$ cat src/rtl/led_serial_rx.sv
// ----------------------------------------------------------------------------
// led_serial_rx : receive end of the 4-wire serial LED link (sync, shift, latch)
// Rev 1.0
// ----------------------------------------------------------------------------
`default_nettype none

module led_serial_rx #(
  parameter int WIDTH       = 16,
  parameter bit MSB_FIRST   = 1'b1,
  parameter int SYNC_STAGES = 2
) (
  input  logic                          clk,
  input  logic                          reset,
  input  logic                          led_clk,
  input  logic                          led_do,
  input  logic                          led_clr,
  input  logic                          led_pen,
  output logic [WIDTH-1:0]              data,
  output logic                          data_valid,
  output logic                          frame_err,
  output logic                          busy,
  output logic [$clog2(WIDTH+2)-1:0]    bit_count
);

  localparam int                CW          = $clog2(WIDTH+2);
  localparam logic [CW-1:0]     C_CNT_MAX   = CW'(WIDTH + 1);
  localparam logic [CW-1:0]     C_CNT_FULL  = CW'(WIDTH);

  typedef enum logic [0:0] {
    S_IDLE  = 1'b0,
    S_SHIFT = 1'b1
  } state_t;

  state_t r_state;
  state_t w_state_next;

  logic [SYNC_STAGES-1:0] r_clk_sync;
  logic [SYNC_STAGES-1:0] r_do_sync;
  logic [SYNC_STAGES-1:0] r_clr_sync;
  logic [SYNC_STAGES-1:0] r_pen_sync;
  logic                   r_clk_hist;
  logic                   r_pen_hist;
  logic [WIDTH-1:0]       r_sr;
  logic [WIDTH-1:0]       w_sr_shifted;
  logic                   w_shift;
  logic                   w_clear;
  logic                   w_latch;
  logic                   w_do_s;

  // led_clr idles high, so its synchroniser presets to 1 to avoid a spurious clear
  always_ff @(posedge clk or negedge reset) begin
    if (!reset) begin
      r_clk_sync <= '0;
      r_do_sync  <= '0;
      r_clr_sync <= '1;
      r_pen_sync <= '0;
      r_clk_hist <= 1'b0;
      r_pen_hist <= 1'b0;
    end else begin
      r_clk_sync <= {r_clk_sync[SYNC_STAGES-2:0], led_clk};
      r_do_sync  <= {r_do_sync[SYNC_STAGES-2:0],  led_do};
      r_clr_sync <= {r_clr_sync[SYNC_STAGES-2:0], led_clr};
      r_pen_sync <= {r_pen_sync[SYNC_STAGES-2:0], led_pen};
      r_clk_hist <= r_clk_sync[SYNC_STAGES-1];
      r_pen_hist <= r_pen_sync[SYNC_STAGES-1];
    end
  end

  assign w_do_s  = r_do_sync[SYNC_STAGES-1];
  assign w_shift = r_clk_sync[SYNC_STAGES-1] & ~r_clk_hist;
  assign w_latch = r_pen_sync[SYNC_STAGES-1] & ~r_pen_hist;
  assign w_clear = ~r_clr_sync[SYNC_STAGES-1];

  generate
    if (MSB_FIRST) begin : g_msb_first
      assign w_sr_shifted = {r_sr[WIDTH-2:0], w_do_s};
    end else begin : g_lsb_first
      assign w_sr_shifted = {w_do_s, r_sr[WIDTH-1:1]};
    end
  endgenerate

  always_ff @(posedge clk or negedge reset) begin
    if (!reset) begin
      r_state <= S_IDLE;
    end else begin
      r_state <= w_state_next;
    end
  end

  // A latch coinciding with a shift keeps the new bit, so the next frame is already underway
  always_comb begin
    w_state_next = r_state;
    busy         = (r_state == S_SHIFT);
    if (w_clear) begin
      w_state_next = S_IDLE;
    end else if (w_latch) begin
      w_state_next = w_shift ? S_SHIFT : S_IDLE;
    end else if (w_shift) begin
      w_state_next = S_SHIFT;
    end
  end

  always_ff @(posedge clk or negedge reset) begin
    if (!reset) begin
      r_sr       <= '0;
      bit_count  <= '0;
      data       <= '0;
      data_valid <= 1'b0;
      frame_err  <= 1'b0;
    end else begin
      data_valid <= w_latch;
      if (w_latch) begin
        data      <= r_sr;
        frame_err <= (bit_count != C_CNT_FULL);
      end

      if (w_clear) begin
        r_sr      <= '0;
        bit_count <= '0;
      end else begin
        if (w_shift) begin
          r_sr <= w_sr_shifted;
        end
        if (w_latch) begin
          bit_count <= w_shift ? CW'(1) : '0;
        end else if (w_shift && (bit_count != C_CNT_MAX)) begin
          bit_count <= bit_count + CW'(1);
        end
      end
    end
  end

endmodule

`default_nettype wire
$ cat config.mk
export PLATFORM = sky130hd
export DESIGN_NAME = led_serial_rx
export DESIGN_NICKNAME = d
export VERILOG_FILES = /design/src/rtl/led_serial_rx.sv
export SDC_FILE = /design/constraint.sdc
export NUM_CORES = 1
export LEC_CHECK = 0
export ABC_AREA = 1
export CAP_MARGIN = 20
export CORE_MARGIN = 10
export CORE_UTILIZATION = 56
export DETAILED_ROUTE_END_ITERATION = 6
export GPL_ROUTABILITY_DRIVEN = 0
export PLACE_DENSITY_LB_ADDON = 0.08
export SETUP_SLACK_MARGIN = 0.1
export SLEW_MARGIN = 20
export SYNTH_ARGS = -nofsm -noshare
export SYNTH_HDL_FRONTEND = slang
export SYNTH_SLANG_ARGS = --single-unit
$ cat constraint.sdc
create_clock -name clk -period 3 [get_ports clk]
set_clock_uncertainty 0.15 [all_clocks]
set_input_delay 0.45 -clock clk [delete_from_list [all_inputs] [get_ports clk]]
set_output_delay 0.45 -clock clk [all_outputs]
set_load 0.01 [all_outputs]
==> metrics.txt <==
status=completed; post-DP HPWL=2.57 mm; xor/xnor cell area share of the yosys netlist=0.447%; CP Data Arrival Time=1.41 ns; die footprint=6260 sq um; clk root buf=clkbuf_4; Layout Nets=214; antenna cells=0; critical path launch point=bit_count[2]; CTS Sinks=50; Wirelength per Cell=14.3 um; post-synthesis adder-cell area fraction=1.92%; die width=79.1 um; Port Buf Inserts=29; largest net degree at the start of global routing=33; first-pass GRT wire length=6.17 mm; FF+latch area=1250 sq um; final WL=3.58 mm; worst reg2reg startpoint=bit_count[1]; io pins=30; CTS Buffer Depth=2; largest cells by area after synthesis=dfrtp_1, o22ai_2, nand2_1; post-layout min period=2.01 ns; Critical path buffers and inverters=1; CTS resizes=0; via count=1272; FILL cells=264; multi-input logic area=562 sq um; final setup fails=0; crit-path cells=clkdlybuf4s50_1; die height=79.1 um; initial core utilization=58.2%; Reg2Reg Setup Slack=1.50 ns; post-CTS setup buffers=0; gr usage total=12.3%; Final Max Tran Viols=0; fmax=497 MHz; setup TNS=0 ns; RSZ-0062 raised after global routing=false; post-synthesis mux area share=0%; 1st-pass router iterations=4; Avg Inst Size Synth=11.4 sq um; end of the critical path=bit_count[2]; post-synth cell types=22; number of synthesized register bits=50; period utilisation layout=67.0%; antenna-violating nets left=0; CTS tree=yes; critical path depth=1; Setup crit end kind=output pin; global route total overflow=0; r2r endpoint=bit_count[2]; vias in the first global route=1282; Simple-Gate Fraction of Synth Area=12.8%; antenna violations before repair=0; Leak=1.01 nW; CP Class=register to output pin; post-synth net total=181; Worst Max-Slew Pin Slew=0.597 ns; fin area=2330 sq um; placed cell area=2270 sq um; Top delay family on crit path=buffers and inverters; crit-path max FO=6; H-tree depth=2; Worst Hold Class=register to register; worst skew pair latency=0.35 ns; Setup crit start kind=register; MaxCap Viol Count=0; Num CTS Buffers=5; sequential share of the synthesized area=64.0%; share of post-route cells with drive strength above 1=15.1%; Area Growth Syn to Fin=19.0%; Synth Cell Area=1960 sq um; Peak VDD IR=0.334 mV; Initial DRC Count=109; slowest stage delay, CP=0.58 ns; Synth Area in Compound Gates=13.5%; cells after synthesis=172; cell taking the most area after synthesis=dfrtp_1; final hold violations=0; Rows=21; Critical Path RT=2.40 ns; Max stage delay cell, worst path=clkdlybuf4s50_1; largest family of logic cells by synthesized area=compound AO/OA/AOI/OAI gates; vias per inst=5.07; Pwr per Cell Area=448 nW/um^2; Worst slew margin=60.2%; Synth warnings=0; Reg clk slew, reported paths=0.13 ns; top-area cell type share of the netlist area=61.3%; R2R depth=8; Placeable Area=3360 sq um; DR DRC count=0
==> repair_timing <==
action | 4_1_cts | 5_1_grt
setup endpoints to repair | 0 | 0
endpoints found under the hold margin | 25 | 0
hold buffers | 1 | 0
==> layout make-up <==
type,instances,area share (%)
clock inverter,1,0.322
inverter,28,4.51
timing repair buffer,31,13.0
multi-input combinational,89,24.1
clock buffer,6,1.77
sequential,50,53.8
tap,46,2.47
==> worst min-delay path by stage <==
stage,startpoint,to,slack [ns],cells after the start
after global routing,r_clk_sync[0],r_clk_sync[1],0.22,0
after detailed placement,r_do_sync[0],r_do_sync[1],0.19,0
after global placement,r_do_sync[0],r_do_sync[1],0.19,0
after floorplan,reset,bit_count[0],0.004,0
after CTS,r_do_sync[0],r_do_sync[1],0.22,0
final,r_do_sync[0],r_do_sync[1],0.21,0
==> flip-flops by register name, indices dropped and copies added, names as in the netlist <==
register    count
data           16
busy            1
r_pen_hist      1
data_valid      1
r_sr           16
r_do_sync       2
frame_err       1
r_clk_sync      2
r_clk_hist      1
bit_count       5
r_clr_sync      2
r_pen_sync      2
==> power breakdown <==
group          switching, W  internal (W)
logic             0.0000460     0.0000238
clock network      0.000191     0.0000878
registers        0.00000791      0.000687
==> cells in the final DEF (no fill, tap or decap), types with 5 or more instances in the layout <==
cell	instances
nor2_1	5
o22ai_2	10
o22ai_1	5
o21ai_1	18
nand2_1	28
clkbuf_4	5
nand3_1	6
inv_1	24
clkdlybuf4s50_1	28
dfrtp_1	48
==> per-stage QoR <==
step	worst slack [ns]	utilization [%]	total power, W	std cells	hold WS, ns
2_1_floorplan	1.67	-	0.000745	172	0.00441
3_3_place_gp	1.40	67.5	0.000775	243	0.187
3_5_place_dp	1.37	67.5	0.000778	243	0.186
4_1_cts	0.960	69.3	0.00106	251	0.216
5_1_grt	0.902	69.3	0.00110	251	0.223
6_report	0.989	69.3	0.00104	251	0.214
==> cell usage after synthesis <==
library cell / number
buf_2: 3
dfstp_2: 2
inv_1: 24
a21oi_1: 2
buf_6: 2
nor2_1: 5
nor2_4: 2
nand4_1: 3
nand2_1: 28
nand3_1: 6
o21ai_1: 18
nand2_4: 2
o22ai_1: 5
ha_1: 3
nand2_2: 1
nor2_8: 1
dfrtp_1: 48
xor2_1: 1
nor2_2: 1
inv_2: 4
o22ai_2: 10
a41oi_1: 1
==> metal layers <==
metal  part of all wire, %  routed length, um  global-route usage (%)
met3                   7.8                279                    5.74
met2                    48               1700                    19.7
met5                     0                  0                       0
met4                   1.3                 46                    3.58
met1                    43               1550                    14.6
==> logic make-up (layout without fill, tap and decap cells) <==
logic type	after synthesis	count (layout)
DFF	50	50
and+or+nand+nor	49	49
AOI/OAI and AO/OA	36	36
buffers and inverters	33	66
adders and majority gates	3	3
xor gates and xnor gates	1	1
(Power assumes the default switching activity.)
==> RTL change: new RTL, config.mk and constraints unchanged <==
The output `data_valid` loses its register stage (`data_valid` becomes a continuous assignment).
--- a/src/rtl/led_serial_rx.sv
+++ b/src/rtl/led_serial_rx.sv
@@ -106,8 +106,6 @@
       bit_count  <= '0;
       data       <= '0;
-      data_valid <= 1'b0;
       frame_err  <= 1'b0;
     end else begin
-      data_valid <= w_latch;
       if (w_latch) begin
         data      <= r_sr;
@@ -131,4 +129,6 @@
   end
 
+  assign data_valid = w_latch;
+
 endmodule
 
Function: changed (a bounded check fails within 4 cycles, from zero or initial values and one cycle with reset low).
==> RTL change against the unedited design <==
  * Wire length decreased by 4.0%
  * Sequential cell count down 1
  * Setup slack worse by 0.52 ns
  * Synthesized area is 6.8% lower
  * Power rose by 9.0%
  * Cell area shrank 4.1%
  * Maximum frequency decreased by 21%
  * Register-to-register slack worse by 0.17 ns
  * Clock power increased by 41%
  * Highest routed layer unchanged
==> RTL change: results (changes against the unedited design) <==
Setup path
  • FF-to-FF Start: r_pen_sync[1]
  • Critical Path AT: 1.93 ns (+0.52 ns)
  • R2R Path End: bit_count[1]
  • CP endpoint: data_valid
  • R2R setup slack: 1.33 ns (-0.17 ns)
  • Worst Setup SP: r_pen_hist
  • Crit-path max FO: 33 (+27)
  • Reg2Reg Depth: 5 (-3)

Route
  • Initial DRC Count: 129 (+18%)
  • Met2 routed WL: 1.66 mm (-2.6%)
  • Routed WL: 3.44 mm (-4.0%)
  • Met3 WL: 264 µm (-5.4%)
  • Met1 wire length: 1.45 mm (-6.4%)
  • Post-DR vias/cell: 5.07 (+0.11%)
  • Drt pass-1 iters: 4 (unchanged)
  • Wire length per cell: 14.0 µm (-2.0%)

Synth
  • Post-synthesis sequential area ratio: 0.674 (+0.0333)
  • Adder-cell area share of the yosys netlist: 0.0206 (+0.00141)
  • Multiplexer area fraction after synthesis: 0 (unchanged)
  • Synth cell count leaders: 47 x dfrtp_1, 26 x nand2_1, 25 x inv_1
  • XOR/XNOR share of the synthesized area: 0 (-0.00447)
  • Synth Area in Compound Gates: 0.124 (-0.0113)
  • Syn_area_per_cell: 10.8 µm² (-5.2%)
  • Post-Syn Nets: 178 (-1.7%)
  • Yosys cell types: 22 (unchanged)
  • Synth top area cells: dfrtp_1 64%, nand2_1 5.3%, inv_1 5.1%

GRT
  • Vias in the first global route: 1326 (+3.4%)
  • Met2 usage: 0.201 (+0.00410)
  • Met1 Use GR: 0.136 (-0.00948)
  • First-pass GRT wire length: 6.05 mm (-1.9%)
  • GR Util met3: 0.0559 (-0.00149)
  • GRT Total Usage: 0.123 (-0.000544)
  • Largest net degree at the start of global routing: 50 (+52%)

Hold path
  • Worst Min Path Start: r_do_sync[0]

Timing
  • Fin worst setup slack: 0.468 ns (-0.521 ns)
  • Slew margin rel.: 0.553 (-0.0492)
  • # setup viols final: 0 (unchanged)
  • Hold slack final: 0.212 ns (-0.00144 ns)

Power and ir drop
  • Switching power: 0.242 mW (-1.0%)
  • Cell area power density: 509 mW/mm² (+14%)
  • Seq pwr: 0.681 mW (-2%)
  • Peak supply drop: 0.000353 V (+5.8%)
  • Comb power frac: 0.055 (-0.012)
  • Leak: 0.981 nW (-2.6%)

Finish
  • Layout cells sized above 1: 0.0891 (-0.0621)
  • Biggest regs: data: 16 flops, r_sr: 16 flops, bit_count: 5 flops
  • Layout Nets: 210 (-1.9%)
  • Multi-input logic area: 467 µm² (-17%)
  • # fillers: 244 (-7.6%)

Placed design
  • Dpl cells: 237 (-2.5%)
  • Place WS: 0.849 ns (-0.522 ns)
  • Post-Place Cell Area: 0.00214 mm² (-5.9%)
  • DP Wirelength: 2.41 mm (-6.2%)

Clock tree
  • Root Driver: clkbuf_4
  • Cts repair resizes: 0 (unchanged)
  • Largest buffer count on any clock path: 2 (unchanged)
  • TritonCTS Buffers: 5 (unchanged)
  • Clk_lat worst skew: 0.35 ns (about the same)

Outcome
  • Status: finished, final reports clean
RTL change: changes by cell type after synthesis, moves of 2 or more:
cell | unedited run | this run
nor2_1 | 5 | 7
o21ai_1 | 18 | 2
a21oi_1 | 2 | 4
o22ai_1 | 5 | 15
inv_2 | 4 | 2
o21ai_0 | 0 | 17
buf_2 | 3 | 1
o22ai_2 | 10 | 0
clkbuf_1 | 0 | 3
nand2_1 | 28 | 26
RTL change: timing repair:
item / 4_1_cts / 5_1_grt
endpoints found under the hold margin: 0 / 47
hold buffers: 0 / 1
buffers inserted: 0 / 0
RTL change: layout make-up:
type                    count  area share
well taps                  44      0.0246
flip-flops and latches     49       0.550
clock buffers               7      0.0246
multi-input cells          88       0.209
inverters                  27      0.0454
repair buffers             30       0.133
clock inverters             1      0.0134
RTL change: cells by family after synthesis:
family,count (synthesis)
AO/OA/AOI/OAI,40
adder cells (fa/ha/maj),3
buffers and inverters,32
flip-flops,49
AND/OR/NAND/NOR,45
